<file path="src/rtl/cordic_core.sv">
// cordic_core: iterative single-stage CORDIC engine. One micro-rotation per step command,
// circular or hyperbolic system, rotation or vectoring mode, outputs carry the CORDIC gain.
module cordic_core #(
  parameter int p_WIDTH        = 32,
  parameter int p_HYP_INT_BITS = 3
) (
  input  logic               clk,
  input  logic               rst,
  input  logic [p_WIDTH-1:0] i_x,
  input  logic [p_WIDTH-1:0] i_y,
  input  logic [p_WIDTH-1:0] i_z,
  input  logic               i_load,
  input  logic               i_step,
  input  logic               i_system,
  input  logic               i_mode,
  output logic [p_WIDTH-1:0] o_x,
  output logic [p_WIDTH-1:0] o_y,
  output logic [p_WIDTH-1:0] o_z,
  output logic [5:0]         o_iter,
  output logic               o_x_ov,
  output logic               o_y_ov,
  output logic               o_z_ov
);

  localparam int MSB      = p_WIDTH - 1;
  localparam int KW       = $clog2(p_WIDTH);
  localparam int HYP_FRAC = p_WIDTH - 1 - p_HYP_INT_BITS;
  localparam int AC_L     = (p_WIDTH > 32) ? p_WIDTH - 32 : 0;
  localparam int AC_R     = (p_WIDTH < 32) ? 32 - p_WIDTH : 0;
  localparam int AH_L     = (HYP_FRAC > 28) ? HYP_FRAC - 28 : 0;
  localparam int AH_R     = (HYP_FRAC < 28) ? 28 - HYP_FRAC : 0;
  localparam logic [KW-1:0] K_MAX = KW'(p_WIDTH - 1);

  // Reference ROMs hold 32-bit-scale entries: circular 2^32 = one turn, hyperbolic Q3.28.
  function automatic logic [31:0] atan_ref(input logic [5:0] k);
    case (k)
      6'd0:  return 32'h20000000;
      6'd1:  return 32'h12E4051E;
      6'd2:  return 32'h09FB385B;
      6'd3:  return 32'h051111D4;
      6'd4:  return 32'h028B0D43;
      6'd5:  return 32'h0145D7E1;
      6'd6:  return 32'h00A2F61E;
      6'd7:  return 32'h00517C55;
      6'd8:  return 32'h0028BE53;
      6'd9:  return 32'h00145F2F;
      6'd10: return 32'h000A2F98;
      6'd11: return 32'h000517CC;
      6'd12: return 32'h00028BE6;
      6'd13: return 32'h000145F3;
      6'd14: return 32'h0000A2FA;
      6'd15: return 32'h0000517D;
      6'd16: return 32'h000028BE;
      6'd17: return 32'h0000145F;
      6'd18: return 32'h00000A30;
      6'd19: return 32'h00000518;
      6'd20: return 32'h0000028C;
      6'd21: return 32'h00000146;
      6'd22: return 32'h000000A3;
      6'd23: return 32'h00000051;
      6'd24: return 32'h00000029;
      6'd25: return 32'h00000014;
      6'd26: return 32'h0000000A;
      6'd27: return 32'h00000005;
      6'd28: return 32'h00000003;
      6'd29: return 32'h00000001;
      6'd30: return 32'h00000001;
      default: return 32'h00000000;
    endcase
  endfunction

  // atanh(1) is unbounded, so k = 0 (only reachable by switching systems mid-run) rotates by 0.
  function automatic logic [31:0] atanh_ref(input logic [5:0] k);
    case (k)
      6'd1:  return 32'h08C9F53D;
      6'd2:  return 32'h04162BBF;
      6'd3:  return 32'h0202B124;
      6'd4:  return 32'h01005589;
      6'd5:  return 32'h00800AAC;
      6'd6:  return 32'h00400155;
      6'd7:  return 32'h0020002B;
      6'd8:  return 32'h00100005;
      6'd9:  return 32'h00080001;
      6'd10: return 32'h00040000;
      6'd11: return 32'h00020000;
      6'd12: return 32'h00010000;
      6'd13: return 32'h00008000;
      6'd14: return 32'h00004000;
      6'd15: return 32'h00002000;
      6'd16: return 32'h00001000;
      6'd17: return 32'h00000800;
      6'd18: return 32'h00000400;
      6'd19: return 32'h00000200;
      6'd20: return 32'h00000100;
      6'd21: return 32'h00000080;
      6'd22: return 32'h00000040;
      6'd23: return 32'h00000020;
      6'd24: return 32'h00000010;
      6'd25: return 32'h00000008;
      6'd26: return 32'h00000004;
      6'd27: return 32'h00000002;
      6'd28: return 32'h00000001;
      6'd29: return 32'h00000001;
      default: return 32'h00000000;
    endcase
  endfunction

  function automatic logic [p_WIDTH-1:0] rescale(input logic [31:0] r, input int sl, input int sr);
    logic [63:0] w;
    w = {32'd0, r} << sl;
    w = (w + ((64'd1 << sr) >> 1)) >> sr;
    return w[p_WIDTH-1:0];
  endfunction

  // Wrapping add/subtract; flag is true signed overflow of the operation performed.
  function automatic logic [p_WIDTH:0] addsub(input logic [p_WIDTH-1:0] a,
                                              input logic [p_WIDTH-1:0] b,
                                              input logic               sub);
    logic [p_WIDTH-1:0] s;
    logic               ov;
    if (sub) begin
      s  = a - b;
      ov = (a[MSB] != b[MSB]) && (s[MSB] != a[MSB]);
    end else begin
      s  = a + b;
      ov = (a[MSB] == b[MSB]) && (s[MSB] != a[MSB]);
    end
    return {ov, s};
  endfunction

  logic [p_WIDTH-1:0] x_q, y_q, z_q, x_d, y_d, z_d;
  logic [KW-1:0]      k_q, k_d;
  logic               rep_q, rep_d;
  logic [5:0]         iter_q, iter_d;
  logic               xov_q, yov_q, zov_q, xov_d, yov_d, zov_d;

  logic [5:0]         k6;
  logic               d_pos, rep_k;
  logic [p_WIDTH-1:0] x_sh, y_sh, ang;
  logic [p_WIDTH:0]   x_res, y_res, z_res;
  logic [KW-1:0]      k_inc;

  // Datapath and index sequencing for one micro-rotation.
  always_comb begin
    k6     = 6'(k_q);
    d_pos  = i_mode ? ~z_q[MSB] : y_q[MSB];
    x_sh   = $signed(x_q) >>> k_q;
    y_sh   = $signed(y_q) >>> k_q;
    ang    = i_system ? rescale(atan_ref(k6), AC_L, AC_R) : rescale(atanh_ref(k6), AH_L, AH_R);
    x_res  = addsub(x_q, y_sh, i_system ? d_pos : ~d_pos);
    y_res  = addsub(y_q, x_sh, ~d_pos);
    z_res  = addsub(z_q, ang, d_pos);
    k_inc  = (k_q == K_MAX) ? k_q : k_q + KW'(1);
    rep_k  = (k6 == 6'd4) || (k6 == 6'd13) || (k6 == 6'd40);

    x_d    = x_q;
    y_d    = y_q;
    z_d    = z_q;
    k_d    = k_q;
    rep_d  = rep_q;
    iter_d = iter_q;
    xov_d  = xov_q;
    yov_d  = yov_q;
    zov_d  = zov_q;

    if (i_load) begin
      x_d    = i_x;
      y_d    = i_y;
      z_d    = i_z;
      k_d    = i_system ? KW'(0) : KW'(1);
      rep_d  = 1'b0;
      iter_d = 6'd0;
      xov_d  = 1'b0;
      yov_d  = 1'b0;
      zov_d  = 1'b0;
    end else if (i_step) begin
      x_d    = x_res[p_WIDTH-1:0];
      y_d    = y_res[p_WIDTH-1:0];
      z_d    = z_res[p_WIDTH-1:0];
      xov_d  = x_res[p_WIDTH];
      yov_d  = y_res[p_WIDTH];
      zov_d  = z_res[p_WIDTH];
      iter_d = (iter_q == 6'd63) ? iter_q : iter_q + 6'd1;
      if (!i_system && rep_k && !rep_q) begin
        k_d   = k_q;
        rep_d = 1'b1;
      end else begin
        k_d   = k_inc;
        rep_d = 1'b0;
      end
    end else begin
      x_d = x_q;
      k_d = k_q;
    end
  end

  // State registers.
  always_ff @(posedge clk or posedge rst) begin
    if (rst) begin
      x_q    <= '0;
      y_q    <= '0;
      z_q    <= '0;
      k_q    <= '0;
      rep_q  <= 1'b0;
      iter_q <= 6'd0;
      xov_q  <= 1'b0;
      yov_q  <= 1'b0;
      zov_q  <= 1'b0;
    end else begin
      x_q    <= x_d;
      y_q    <= y_d;
      z_q    <= z_d;
      k_q    <= k_d;
      rep_q  <= rep_d;
      iter_q <= iter_d;
      xov_q  <= xov_d;
      yov_q  <= yov_d;
      zov_q  <= zov_d;
    end
  end

  assign o_x    = x_q;
  assign o_y    = y_q;
  assign o_z    = z_q;
  assign o_iter = iter_q;
  assign o_x_ov = xov_q;
  assign o_y_ov = yov_q;
  assign o_z_ov = zov_q;

endmodule

</file>
<file path="config.mk">
export PLATFORM = sky130hd
export DESIGN_NAME = cordic_core
export DESIGN_NICKNAME = d
export VERILOG_FILES = /design/src/rtl/cordic_core.sv
export SDC_FILE = /design/constraint.sdc
export NUM_CORES = 1
export LEC_CHECK = 0
export CAP_MARGIN = 15
export CORE_AREA = 2 2 206 248
export CTS_BUF_LIST = sky130_fd_sc_hd__clkbuf_16
export CTS_CLUSTER_DIAMETER = 50
export DETAILED_ROUTE_END_ITERATION = 10
export DIE_AREA = 0 0 208 250
export GPL_TIMING_DRIVEN = 1
export SLEW_MARGIN = 15
export SYNTH_ARGS = -nofsm -noshare
export SYNTH_HDL_FRONTEND = slang
export SYNTH_SLANG_ARGS = --single-unit
</file>
<file path="constraint.sdc">
create_clock -name clk -period 15.7 [get_ports clk]
set_input_delay 3.14 -clock clk [delete_from_list [all_inputs] [get_ports clk]]
set_output_delay 3.14 -clock clk [all_outputs]
set_load 0.05 [all_outputs]
</file>
Yosys cells after proc, flatten, opt, wreduce, memory -nomap -nowiden
Memories as Yosys holds them, arrays and structs flattened.
Cells that the tools add are included.
{ "totals": {"out_inout_bits": 105, "register_bits": 111, "rom_bits": 1856, "memories": 2, "elab_cells": 88} }
{ "op_classes": {"n_bitwise": 2, "n_reduce_logical": 14, "eq_ne": 19, "shift": 2, "n_addsub": 8, "muxes": 32} }
{ "memory_table": {"columns": ["name", "words", "width", "rd", "rd_ports_with_merged_regs", "write_ports", "line", "text"], "rows": [
  ["(no name shown)", 32, 30, 1, 0, 0, "36", "case (k)"],
  ["(no name shown)", 32, 28, 1, 0, 0, "74", "case (k)"]
]} }
{ "ops": {"columns": ["cell", "n"], "rows": [
  ["32-bit 2-to-1 mux", 10],
  ["32-bit adder", 3],
  ["32-bit subtractor", 3],
  ["32-bit by 5-bit >>> shifter with 32-bit output", 2],
  ["5-bit 2-to-1 mux", 4],
  ["6-bit 2-to-1 mux", 3],
  ["1-bit 2-to-1 mux", 15],
  ["1-bit inequality test", 9],
  ["1-bit logical AND", 8],
  ["6-bit by 1-bit adder with 6-bit output, second input constant", 1],
  ["6-bit == test, second input constant", 1],
  ["2-bit inequality test, second input constant", 3],
  ["5-bit by 1-bit adder with 5-bit output, second input constant", 1],
  ["5-bit by 3-bit == test with 1-bit output, second input constant", 1],
  ["5-bit by 4-bit == test with 1-bit output, second input constant", 1],
  ["5-bit == test, second input constant", 1],
  ["1-bit == test", 3],
  ["3-bit AND reduction", 1],
  ["1-bit zero test", 2],
  ["1-bit NOT", 2],
  ["2-bit AND reduction", 1],
  ["2-bit nonzero test", 1],
  ["1-bit logical OR", 1]
]} }

Longest topological paths before layout
Gate-level depths: netlist (run 1).
An unclocked memory read counts as a cell.
{ "depth": {"word_depth": 8, "mapped_depth": 28, "depth_no_buf": 24} }

Worst setup path before layout (run 1)
OpenSTA, ideal clock, no wires.
{ "synth_timing": {"path_type": "input -> register", "start": "in i_system", "end": "reg z_q[31] (netlist: o_z[31])", "path_stages": 21, "path_slack_ns": 8.480, "arrival_time_ns": 7.137, "path_cell_list": "clkbuf_1 -> mux2_2 -> nand2_1 -> a21oi_1 -> a211o_1 -> ha_1 -> clkbuf_1 -> nor4_1 -> nand2_1 -> a31oi_1 -> a311oi_1 -> a2111oi_1 -> o21ai_1 -> o311a_1 -> nor2_1 -> a211oi_1 -> ha_1 -> nand2_1 -> o211ai_1 -> o21ai_0 -> o21ai_0"} }
{ "synth_between": {"elab_chain_len": 5, "elab_cells_between_ends": 6, "cone_classes": "add/sub (2); mux (4)"} }
{ "synth_lines": {"columns": ["element", "line", "text"], "rows": [
  ["start: declaration", "14", "input logic i_system,"],
  ["32-bit 2-to-1 mux *", "149", "ang = i_system ? rescale(atan_ref(k6), AC_L, AC_R) : rescale(atanh_ref(k6), AH_L, AH_R);"],
  ["32-bit adder or 32-bit subtractor (tied branches)", "125, 122", null],
  ["32-bit 2-to-1 mux *", "121", "if (sub) begin"],
  ["32-bit 2-to-1 mux *", "176", "end else if (i_step) begin"],
  ["32-bit 2-to-1 mux *", "166", "if (i_load) begin"],
  ["end signal: assignment", "212", "z_q <= z_d;"],
  ["end: declaration", "131", "logic [p_WIDTH-1:0] x_q, y_q, z_q, x_d, y_d, z_d;"]
]} }
Every way passes the cells marked *; elsewhere a longest branch is shown, timed or not. The select of a mux whose other input is x is not followed.
A chain may end at the register's enable or synchronous reset.

Worst setup path in the final report (run 1)
Ends and elaborated chain as after synthesis.

==> impl_metrics.yaml, run 1 <==
die:
  rows: 90
  fp.dieArea_um2: 52000
  fp.coreArea_um2: 49800
  io_pins: 207
  die_w_um: 208
  initial_core_util: 0.394
  die_h_um: 250
yosys:
  yosysTopAreaCell: "dfrtp_1"
  synth_cell_type_count: 89
  synth_area_per_cell_um2: 6.94
  synth_top_cell_area_share: 0.142
  synth_xor_xnor_area_share: 0.0451
  synth_mux_area_frac: 0.0840
  yosys-top-cells-area: "dfrtp_1 14%, ha_1 13%, a21oi_1 7.2%"
  synth_edf_count: 0
  syn-cell-area_um2: 19600
  ys_warn_count: 0
  synth_ff_type: "dfrtp_1"
  yosysSeqAreaShare: 0.142
  synth_simple_gate_area_frac: 0.209
  synthCells: 2824
  syn-num-nets: 3139
  synthArstFlopShare: 1.00
  synth_seq_cells: 111
  synth_compound_area_frac: 0.307
  yosysMostFrequentCell: "nand2_1"
  yosys.area_share.adder: 0.138
  synth_top_family_by_area: "compound AO/OA/AOI/OAI gates"
  yosys-top-cells-count: "357 x nand2_1, 283 x a21oi_1, 276 x nor2_1"
setup_path:
  critical_path_required_ns: 16.02
  reg2reg_from: "k_q[1]$_DFFE_PP0P_"
  startpoint: "i_system"
  reg2reg_to: "o_y_ov$_DFFE_PP0P_"
  endpoint: "o_z[31]$_DFFE_PP0P_"
  crit_slowest_cell: "a2111oi_1"
  crit_chain: "buf_2 > buf_4 > inv_1 > nand2_1 > a21boi_0 > o21ai_0 > a21oi_1 > o22ai_1 > ha_1 > nor4_1 > nand2_1 > a31oi_1 > a311oi_1 > a2111oi_1 > o21ai_1 > o311a_1 > nor2_1 > a211oi_1 > ha_1 > nand2_1 > o211ai_1 > o21ai_0 > o21ai_0"
  endpoint_kind: "flip-flop"
  cpPeakStageDelay_ns: 0.70
  cp-start-kind: "input pin"
  r2r_slack_ns: 8.89
  critPathArrivalTime_ns: 8.51
  worstPathMaxFanout: 52
  r2r_cells: 20
  crit_type: "input pin to flip-flop"
timing:
  max_slew.worst_pin.slew_ns: 1.11
  fin_crit_sh: 0.521
  maxSlewViolCount: 0
  final-hold-violation-count: 0
  fin_crit_ns: 8.18
  fin_tns_setup_ns: 0
  setup_ws_ns: 7.52
  finalClockSkew_ns: 0.0188
  max_freq_mhz: 122
  setup_viol: 0
  rsz0062_at_grt: "no"
  timing.slew.headroom: 0.259
global_routing:
  grt_pass1_wl_um: 113000
  antenna_found_initial: 1
  track_usage: 0.270
  grt_max_degree: 83
  grt_pass1_vias: 19900
  grt-ovfl-total: 0
pwr:
  ir_drop_v: 0.000129
  switchingPower_uw: 3060
  powerDensity_nw_per_um2: 234
  internal-power_uw: 2140
  power_leakage_uw: 0.00965
  combPwrFrac: 0.832
  pwr-share-clk: 0.049
  p_seq_frac: 0.119
  swShare: 0.588
finish:
  drive_gt1_frac: 0.0410
  area_growth_syn_to_layout_pct: 13.4
  stdcell_area_um2: 22200
  layout.nets: 3187
detailed_routing:
  via_count: 20900
  drc: 0
  routed_via_density: 5.93
  wl_per_cell_um: 20.5
  drt_iter0_drc: 1813
  first_pass_iters: 5
  wl_um: 72100
  postRouteAntennaNets: 0
min_path:
  hp-class: "flip-flop to flip-flop"
placed_design:
  portBuffers: 206
  placed_cell_area_um2: 21900
  dp_hpwl_um: 54900
  dp_slack_ns: 7.21
  gp_congestion: 1.03
clocking:
  clk_latency_ns: 0.42
  h-tree-depth: 3
  cts_tree: "built"
  cts.clk_slew.worst_paths_ns: 0.09
  root_buffer: "clkbuf_16"
  cts.sinks: 111
  cts_buffer_depth: 2
  cts_resized: 0
  cts_buffers: 9
  postCtsSetupRepairBufs: 0
  hold_buffers: 0
run_status:
  status: "finished, final reports clean"
flow_run:
  maxCapViolations: 0
power groups by stage:
stage / logic [uW] / registers [uW] / clock network, uW
2_1_floorplan: 2850 / 853 / 0
3_3_place_gp: 4240 / 619 / 0
3_5_place_dp: 4260 / 623 / 0
4_1_cts: 4290 / 618 / 263
5_1_grt: 4740 / 639 / 270
6_report: 4330 / 618 / 254
state kept, by name, indices dropped and copies added (netlist names):
register,cells
o_x,32
o_y,32
o_z,32
o_iter,6
k_q,5
o_x_ov,1
o_y_ov,1
o_z_ov,1
rep_q,1
worst min-delay path by stage:
stage | start | depth (start not counted) | slack (ns) | end
2_1_floorplan | rep_q$_DFFE_PP0P_ | 2 | 0.48 | rep_q$_DFFE_PP0P_
3_3_place_gp | rep_q$_DFFE_PP0P_ | 2 | 0.51 | rep_q$_DFFE_PP0P_
3_5_place_dp | rep_q$_DFFE_PP0P_ | 2 | 0.51 | rep_q$_DFFE_PP0P_
4_1_cts | rep_q$_DFFE_PP0P_ | 2 | 0.53 | rep_q$_DFFE_PP0P_
5_1_grt | rep_q$_DFFE_PP0P_ | 2 | 0.59 | rep_q$_DFFE_PP0P_
6_report | rep_q$_DFFE_PP0P_ | 2 | 0.53 | rep_q$_DFFE_PP0P_
metrics by stage:
| stage | power [uW] | hold slack, ns | utilization | instances |
|---|---|---|---|---|
| 6_report | 5200 | 0.532 | 0.447 | 3522 |
| 5_1_grt | 5650 | 0.587 | 0.447 | 3522 |
| 4_1_cts | 5170 | 0.533 | 0.447 | 3521 |
| 3_5_place_dp | 4880 | 0.509 | 0.441 | 3505 |
| 3_3_place_gp | 4860 | 0.507 | 0.441 | 3505 |
| 2_1_floorplan | 3700 | 0.483 | - | 2824 |
routing by layer:
metal	track usage	wire (um)	vias to the layer above
met5	0	0	-
met1	0.347	31500	9937
met2	0.457	34200	678
li1	-	-	10100
met4	0.0993	2340	0
met3	0.0394	4070	111
layout make-up:
type                    count  area (um^2)
inverters                 198          746
clock inverters             7         62.6
fillers                  5240        27500
well taps                 644          806
repair buffers            229         2230
clock buffers               9          225
flip-flops and latches    111         2790
multi-input cells        2323        15400
diodes                      1         2.50
cells by family after synthesis:
logic type / after synthesis
XOR/XNOR: 101
adder cells (fa/ha/maj): 213
AO/OA/AOI/OAI: 965
multiplexers: 130
flip-flops: 111
AND/OR/NAND/NOR: 914
buffers and inverters: 390
cells in the final DEF, fill, tap and decap left out, types with 54 or more instances in the layout:
master and instances:
dfrtp_1 106, nand2_1 357, a21oi_1 282, a211oi_1 62
nor3_1 54, xnor2_1 77, inv_1 188, o21ai_0 258
ha_1 207, clkdlybuf4s50_1 203, nor2_1 276, mux2i_1 88
critical path, delay by kind of cell:
| family | cells | cell delay, ns |
|---|---|---|
| adder cells (fa/ha/maj) | 2 | 0.73 |
| AO/OA/AOI/OAI | 13 | 2.87 |
| AND/OR/NAND/NOR | 5 | 0.89 |
| buffers and inverters | 3 | 0.86 |
Power figures use the tool's default switching activity.
==> inputs of run 2 (changes only) <==
clock period = 6.8 ns   (was 15.7 ns; I/O delays follow)
==> run 2 against run 1 <==
Routed wire length grew 2.9%. Clock-buffer cell count is the same. Via count grew 1.6%. Combinational power grew 130%. Sequential share of layout area shrank 0.11 points. Setup slack lost 6.6 ns. Die area is the same. Critical path depth shrank 6. Clock power grew 120%. Worst hold slack gained 0.028 ns. Register-to-register slack lost 8.0 ns. Cell count grew 0.68%. Critical path type is now flip-flop to flip-flop. Largest cell class unchanged.
==> impl_metrics.yaml, run 2 (synthesis results as in run 1) <==
run_status:
  status: "finished, final reports clean"
global_routing:
  grt_pass1_vias: 20300
  track_usage: 0.279
  grt_max_degree: 95
  grt_pass1_wl_um: 117000
  antenna_found_initial: 0
  grt-ovfl-total: 0
timing:
  holdWs_ns: 0.560
  fin_crit_ns: 5.91
  timing.slew.headroom: 0.330
  max_slew.worst_pin.slew_ns: 1.00
  fin_tns_setup_ns: 0
  fin_crit_sh: 0.869
  finalClockSkew_ns: 0.0240
  setup_ws_ns: 0.892
  setup_viol: 0
  rsz0062_at_grt: "no"
  maxSlewViolCount: 0
  max_freq_mhz: 169
  final-hold-violation-count: 0
die:
  fp.dieArea_um2: 52000
  die_w_um: 208
  initial_core_util: 0.394
  rows: 90
  fp.coreArea_um2: 49800
  io_pins: 207
  die_h_um: 250
detailed_routing:
  top_layer_used: "met4"
  first_pass_iters: 7
  drc: 0
  wirelength_met1_um: 33500
  dr_wl_met3_um: 3680
  via_count: 21200
  drt_iter0_drc: 1739
  wl_met2_um: 34800
  wl_per_cell_um: 20.9
  wl_um: 74200
  routed_via_density: 5.98
  postRouteAntennaNets: 0
finish:
  regArea_um2: 2790
  multiInputGateArea_um2: 15400
  final_cell_mix: "357 x nand2_1, 282 x a21oi_1, 276 x nor2_1"
  layout.nets: 3212
  final_util: 0.451
  area_growth_syn_to_layout_pct: 14.4
  fillerInstances: 5222
  antenna_cells: 0
  drive_gt1_frac: 0.0493
  final_common_cell: "nand2_1"
pwr:
  powerDensity_nw_per_um2: 538
  power_leakage_uw: 0.00978
  ir_drop_v: 0.000261
clocking:
  root_buffer: "clkbuf_16"
  cts_buffer_depth: 2
  cts_tree: "built"
  cts_buffers: 9
  clk_latency_ns: 0.41
  cts_resized: 0
  postCtsSetupRepairBufs: 0
  cts.sinks: 111
  hold_buffers: 0
  cts.clk_slew.worst_paths_ns: 0.09
  h-tree-depth: 3
setup_path:
  crit_slowest_cell: "dfrtp_2"
  cp-start-kind: "flip-flop"
  endpoint_kind: "flip-flop"
  crit_top_cell: "a211oi_1"
  critical_path_required_ns: 7.12
  cpPeakStageDelay_ns: 0.59
  path_buf_inv: 2
  crit_type: "flip-flop to flip-flop"
  crit_chain: "buf_4 > mux4_2 > a211oi_1 > a21oi_1 > o21ai_0 > inv_1 > ha_1 > or2_2 > o211ai_1 > a211oi_1 > o31ai_2 > o221ai_1 > a31oi_1 > a31oi_1 > nand2b_1 > mux4_2 > a211oi_1"
  critPathTopFamily: "compound AO/OA/AOI/OAI gates"
  r2r_slack_ns: 0.89
  worstPathMaxFanout: 25
  critPathArrivalTime_ns: 6.23
placed_design:
  gp_congestion: 0.982
  portBuffers: 206
  dp_hpwl_um: 57500
  dp_slack_ns: 1.01
min_path:
  hp-class: "flip-flop to flip-flop"
flow_run:
  maxCapViolations: 0
## run 2: worst paths after layout
check	depth (start not counted)	end	startpoint
max in group asynchronous	3	o_z[28]$_DFFE_PP0P_	rst
min in group asynchronous	2	o_y[30]$_DFFE_PP0P_	rst
setup / recovery	17	o_y_ov$_DFFE_PP0P_	k_q[0]$_DFFE_PP0P_
hold / removal	2	rep_q$_DFFE_PP0P_	rep_q$_DFFE_PP0P_
hold reg to reg	2	rep_q$_DFFE_PP0P_	rep_q$_DFFE_PP0P_
setup reg to reg	17	o_y_ov$_DFFE_PP0P_	k_q[0]$_DFFE_PP0P_
## run 2: worst min-delay path, cell delays in order (launching register included)
cell     delay (ns)
dfrtp_1        0.37
mux2i_1        0.07
nor2_1         0.08
## run 2: stage by stage
step / std cells / area (um^2) / total power [uW]
6_report: 3546 / 22400 / 12100
5_1_grt: 3546 / 22400 / 13100
4_1_cts: 3546 / 22400 / 12000
3_5_place_dp: 3530 / 22200 / 11300
3_3_place_gp: 3530 / 22200 / 11300
2_1_floorplan: 2824 / 19600 / 8550
## run 2: area by class of cell
class,count,share of cell area
Clock buffer,9,0.0100
Clock inverter,7,0.00184
Inverter,198,0.0332
Multi-Input combinational cell,2323,0.685
Sequential cell,111,0.124
Tap cell,644,0.0359
Timing Repair Buffer,254,0.109
## run 2: layer usage
metal	up-vias	GRT usage
met5	-	0
met4	0	0.0888
met3	101	0.0264
met2	718	0.464
met1	10200	0.379
li1	10200	-
## run 2: report_power, final
group          total [uW]  internal, uW  leakage [uW]  switching [uW]
Sequential           1440           878       0.00134             566
Clock                 568           248      0.000137             320
Combinational       10100          3830       0.00830            6230
